==> src/rtl/alu_share_arbiter.sv <==
// Shares one combinational ALU between two requesters over valid/ready.
// The arbiter registers the operands into the ALU and registers the result back to the owner.
module alu_share_arbiter #(
    parameter int WIDTH      = 32,
    parameter int CTL_W      = 7,
    parameter bit FIXED_PRIO = 1'b0
) (
    input  logic             clk,
    input  logic             rst_n,

    input  logic             req0_valid,
    output logic             req0_ready,
    input  logic [CTL_W-1:0] req0_ctl,
    input  logic [WIDTH-1:0] req0_a,
    input  logic [WIDTH-1:0] req0_b,

    input  logic             req1_valid,
    output logic             req1_ready,
    input  logic [CTL_W-1:0] req1_ctl,
    input  logic [WIDTH-1:0] req1_a,
    input  logic [WIDTH-1:0] req1_b,

    output logic             resp0_valid,
    input  logic             resp0_ready,
    output logic [WIDTH-1:0] resp0_result,
    output logic             resp0_branch,

    output logic             resp1_valid,
    input  logic             resp1_ready,
    output logic [WIDTH-1:0] resp1_result,
    output logic             resp1_branch,

    output logic [CTL_W-1:0] alu_ctl,
    output logic [WIDTH-1:0] alu_a,
    output logic [WIDTH-1:0] alu_b,
    input  logic [WIDTH-1:0] alu_out,
    input  logic             alu_branch
);

    typedef enum logic [1:0] {
        IDLE = 2'd0,
        EXEC = 2'd1,
        RESP = 2'd2
    } state_t;

    state_t           r_state;
    logic             r_owner;
    logic             r_rr_last;
    logic [CTL_W-1:0] r_ctl;
    logic [WIDTH-1:0] r_a;
    logic [WIDTH-1:0] r_b;
    logic [WIDTH-1:0] r_result;
    logic             r_branch;

    logic             w_grant0;
    logic             w_grant1;
    logic             w_accept0;
    logic             w_accept1;
    logic             w_owner_ready;

    // Under contention, round-robin favours whoever was not served last.
    always_comb begin
        w_grant0 = 1'b0;
        w_grant1 = 1'b0;
        if (req0_valid && req1_valid) begin
            if (FIXED_PRIO || r_rr_last) begin
                w_grant0 = 1'b1;
            end else begin
                w_grant1 = 1'b1;
            end
        end else begin
            w_grant0 = req0_valid;
            w_grant1 = req1_valid;
        end
    end

    // rst_n gating keeps both readys low for the whole time reset is held.
    assign w_accept0     = rst_n && (r_state == IDLE) && w_grant0;
    assign w_accept1     = rst_n && (r_state == IDLE) && w_grant1;
    assign w_owner_ready = r_owner ? resp1_ready : resp0_ready;

    assign req0_ready    = w_accept0;
    assign req1_ready    = w_accept1;

    assign resp0_valid   = (r_state == RESP) && !r_owner;
    assign resp1_valid   = (r_state == RESP) &&  r_owner;
    assign resp0_result  = r_result;
    assign resp1_result  = r_result;
    assign resp0_branch  = r_branch;
    assign resp1_branch  = r_branch;

    assign alu_ctl       = r_ctl;
    assign alu_a         = r_a;
    assign alu_b         = r_b;

    always_ff @(posedge clk or negedge rst_n) begin
        if (!rst_n) begin
            r_state   <= IDLE;
            r_owner   <= 1'b0;
            r_rr_last <= 1'b1;
            r_ctl     <= '0;
            r_a       <= '0;
            r_b       <= '0;
            r_result  <= '0;
            r_branch  <= 1'b0;
        end else begin
            case (r_state)
                IDLE: begin
                    if (w_accept0) begin
                        r_ctl     <= req0_ctl;
                        r_a       <= req0_a;
                        r_b       <= req0_b;
                        r_owner   <= 1'b0;
                        r_rr_last <= 1'b0;
                        r_state   <= EXEC;
                    end else if (w_accept1) begin
                        r_ctl     <= req1_ctl;
                        r_a       <= req1_a;
                        r_b       <= req1_b;
                        r_owner   <= 1'b1;
                        r_rr_last <= 1'b1;
                        r_state   <= EXEC;
                    end
                end
                EXEC: begin
                    r_result <= alu_out;
                    r_branch <= alu_branch;
                    r_state  <= RESP;
                end
                RESP: begin
                    if (w_owner_ready) begin
                        r_state <= IDLE;
                    end
                end
                default: begin
                    r_state <= IDLE;
                end
            endcase
        end
    end

endmodule
==> config.mk <==
export PLATFORM = sky130hd
export DESIGN_NAME = alu_share_arbiter
export DESIGN_NICKNAME = d
export VERILOG_FILES = /design/src/rtl/alu_share_arbiter.sv
export SDC_FILE = /design/constraint.sdc
export NUM_CORES = 1
export LEC_CHECK = 0
export CORE_ASPECT_RATIO = 0.75
export CORE_MARGIN = 1.5
export CORE_UTILIZATION = 30
export DETAILED_ROUTE_END_ITERATION = 7
export PLACE_DENSITY = 0.72
export SLEW_MARGIN = 20
export SYNTH_ARGS = -nofsm -noshare
export SYNTH_HDL_FRONTEND = slang
export SYNTH_SLANG_ARGS = --single-unit
export TNS_END_PERCENT = 30
==> constraint.sdc <==
create_clock -name clk -period 2.7 [get_ports clk]
set_clock_uncertainty 0.1 [all_clocks]
set_input_delay 0.81 -clock clk [delete_from_list [all_inputs] [get_ports clk]]
set_output_delay 0.81 -clock clk [all_outputs]
set_load 0.005 [all_outputs]
==> Word level (Yosys, flattened, before mapping) <==
Cells that the tools add are included.
Widths: inputs -> output; s select.
{ "classes": {"eq_ne": 4, "mux": 17, "reduce_logical": 11} }
{ "ops": {"columns": ["op", "n"], "rows": [
  ["$mux 32", 4],
  ["$mux 7", 2],
  ["$mux 1", 7],
  ["$logic_and 1x1->1", 6],
  ["$mux 2", 3],
  ["$pmux 2 s3", 1],
  ["$reduce_and 2->1", 2],
  ["$ne 3x3->1 const B", 1],
  ["$eq 2x1->1 const B", 1],
  ["$eq 2x2->1 const B", 1],
  ["$logic_not 2->1", 1],
  ["$ne 2x2->1 const B", 1],
  ["$reduce_bool 2->1", 1],
  ["$logic_not 1->1", 1]
]} }
{ "word_totals": {"reg_bits": 108, "output_inout_bits": 141, "elab_cells": 40} }

==> Depth between registers and ports, before layout <==
{ "depth": {"ltp_word": 6, "depth_mapped": 6, "mapped_depth_nobuf": 4} }

==> Worst setup path after synthesis <==
Ideal clock, no wire load.
{ "synth_timing": {"kind": "in2out", "startpoint": "input rst_n", "endpoint": "output req0_ready", "t_arrival_ns": 1.631, "required_ns": 1.790, "setup_slack_ns": 0.159, "cell_stages": 4, "path_buffers": 2, "path_cell_list": "or3b_1 buf_6 buf_6 nor3_1"} }
{ "synth_between": {"elab_chain_len": 2} }
{ "synth_lines": {"columns": ["element", "line_no", "source"], "rows": [
  ["start, declared", "9", "input logic rst_n,"],
  ["$logic_and 1x1->1 (2 in series)", "78", "assign w_accept0 = rst_n && (r_state == IDLE) && w_grant0;"],
  ["end, declared", "12", "output logic req0_ready,"]
]} }
No other way between the ends.

==> Final worst setup path <==
Ends and elaborated chain as after synthesis.

==> impl_metrics.toml <==
[finish]
fin_util = 0.4921
syn_to_final_growth_pct = 60.79
drive_above_1_share = 0.1222
fin_nets = 978
final_cells = 1051

[power]
p_comb_frac = 0.522
p_int_w = 0.005781
p_leak_nw = 3.348
p_seq_frac = 0.331
ir_drop_mv = 0.4376
p_sw_frac = 0.3509
power.switching_w = 0.003125
clock_power_share = 0.147
p_total_w = 0.008905
p_per_area_mw_per_mm2 = 977.8

[floorplan]
initial_utilization = 0.3060
die-width_um = 161.7
core_mm2 = 0.01851
ios = 322
die_y_um = 122.0
rows = 43
die-area_mm2 = 0.01972

[drt]
drt-pass1-iter-count = 5
drt_iter0_drc = 510
wl_mm = 21.47
drtAntennaViolNets = 0
dr_total_vias = 5734
wire_per_inst_um = 20.43
viasPerCell = 5.456
drc = 0

[sta]
worst-slew-pin-transition_ns = 1.053
drv_slew = 0
slew_headroom = 0.2980
final-setup-viol-count = 0
hold_viol = 0
max_freq_ghz = 0.3769
fin_crit_sh = 0.9826
rsz0062_at_grt = "false"
period_needed_ns = 2.653

[clock_network]
numCtsBuffers = 9
h-tree-depth = 3
cts_root_buf = "clkbuf_16"
cts.sinks = 108
path_clk_slew_ns = 0.08
clk_path_buf_depth = 2
insertion_delay_ns = 0.35
tritoncts = "built"

[worst_setup_path]
worst_path_max_delay_cell = "or3b_4"
critical_path_class = "in2out"
start_kind = "primary input"
end_kind = "primary output"
ff2ff_setup_slack_ns = 0.37
crit_arrival_ns = 1.74
rr_endpoint = "alu_a[31]"
r2r-start = "r_state[1]"
max_stage_delay_ns = 0.38
ff2ff_path_depth = 6
critical_path.cell_chain = "buf_4, or3b_4, nor3_2, dlygate4sd2_1"
critPathMaxFanout = 2
worst_ep_required_time_ns = 1.79

[synth]
synthTopCellsByCount = "107 x dfrtp_1, 71 x a21oi_1, 71 x a31oi_1, 71 x nand4_1, 55 x o31ai_1"
synth_ff_type = "dfrtp_1"
synthCells = 552
synth_area_leaders = "dfrtp_1 47%, a31oi_1 7.8%, nand4_1 7.8%"
synth-seq-cells = 108
synth_nets = 733
synth_edf_count = 0
synth_cell_types = 26
synthMostInstantiatedCell = "dfrtp_1"
yosys_warnings = 0
syn_area_per_cell_um2 = 10.26
async_flop_share = 1.000
yosysTopAreaCell = "dfrtp_1"
yosysSeqAreaShare = 0.4774
synth_top_area_frac = 0.4727
synth_area_mm2 = 0.005664

[global_routing]
grt_pass1_vias = 5434
grt_max_degree = 108
grt_pass1_wl_mm = 32.64
antenna_found_initial = 2
grt_usage = 0.2140
globalRouteOverflowTotal = 0

[job]
drv_cap = 0

[place]
hpwl_mm = 14.14
portBuffers = 321
dp.cells = 1033
gp_congestion = 0.8067

[worst_hold_path]
hold_class = "reg2reg"
min_from = "resp0_result[30]"
hold-path-cell-count = 1
hold_end = "resp0_result[30]"

[run_status]
run_status = "finished clean"
[flip-flops by register name (all words and copies together), names as in the netlist]
name          flops
alu_a            32
alu_b            32
resp0_result     32
alu_ctl           7
r_state           2
r_owner           1
r_rr_last         1
resp0_branch      1
[routing by layer]
| layer | share of wire | global-route usage |
|---|---|---|
| met1 | 0.42 | 0.2866 |
| met4 | 0.017 | 0.05677 |
| met2 | 0.47 | 0.3388 |
| met5 | 0 | 0 |
| met3 | 0.095 | 0.06163 |
[worst max path at each step]
stage	start	to	slack, ns	depth (start not counted)
2_1_floorplan	rst_n	req0_ready	0.16	4
3_3_place_gp	req1_valid	req0_ready	-0.45	4
3_5_place_dp	req1_valid	req0_ready	-0.45	4
4_1_cts	rst_n	req0_ready	0.04	4
5_1_grt	r_state[0]	resp0_valid	0.03	4
6_report	rst_n	req0_ready	0.05	4
[cell type report]
cell class              count  area, µm²
multi-input cells         334       2369
well taps                 247      309.0
inverters                   3      11.26
clock buffers               9      225.2
clock inverters             7      57.56
diodes                      2      5.005
flip-flops and latches    108       2704
repair buffers            341       3427
fillers                  1725       9400
[power groups by stage]
stage	Combinational (W)	Clock, W	Sequential [W]
floorplan	0.00203	0	0.00296
global placement	0.00466	0	0.00295
detailed placement	0.00468	0	0.00297
CTS	0.00470	0.00135	0.00296
global route	0.00499	0.00141	0.00305
finish	0.00465	0.00131	0.00295
[cell usage in the layout, fill, tap and decap left out]
cell type,Yosys,routed
a31oi_1,71,71
nor2_1,2,2
o21ai_0,1,1
clkbuf_16,0,9
a21o_1,2,2
nand2_1,2,2
nand2b_2,0,1
or2b_1,1,1
buf_12,0,6
dfstp_2,1,1
nand2b_1,2,1
buf_2,20,1
inv_8,0,2
nor2b_4,0,1
inv_2,2,2
nand4_1,71,71
a21oi_1,71,71
buf_4,34,15
mux2_2,34,34
nor3_2,0,1
or3b_4,0,1
dfrtp_1,107,107
clkinvlp_4,0,1
clkinv_4,0,1
dlygate4sd2_1,0,3
or2_2,1,1
inv_1,1,1
clkinv_2,0,2
o31ai_2,16,16
and3_4,0,1
clkdlybuf4s50_1,0,316
o31ai_1,55,55
inv_6,0,1
diode_2,0,2
nor3b_4,0,1
[stage by stage]
step                cell area (µm²)  worst slack (ns)  setup TNS [ns]  hold WS, ns
finish                         9107           0.04690               0       0.4303
global route                   9107           0.03172               0       0.4443
CTS                            9102           0.04251               0       0.4364
detailed placement             8807           -0.4500          -9.835       0.4186
global placement               8807           -0.4490          -6.248       0.4146
floorplan                      5664            0.1590               0       0.4027
[critical path: cells and delay by family]
family | cells | cell delay [ns]
simple gates | 2 | 0.58
buf+inv | 2 | 0.35
[kinds of logic (layout without fill, tap and decap cells)]
family	count (synthesis)	in the layout	share of synthesized area
other	0	2	0
multiplexers	34	34	0.06759
AND/OR/NAND/NOR	84	84	0.09168
AO/OA/AOI/OAI	216	216	0.2529
buffers and inverters	110	360	0.1104
flip-flops	108	108	0.4774
[repair_timing]
item / in CTS / in global routing
resized for setup: 6 / 0
buffers inserted: 0 / 0
hold buffers: 0 / 0
endpoints found under the hold margin: 0 / 0
endpoints found under the setup margin: 2 / 0
Note: power is estimated with default switching activity, not from simulation.
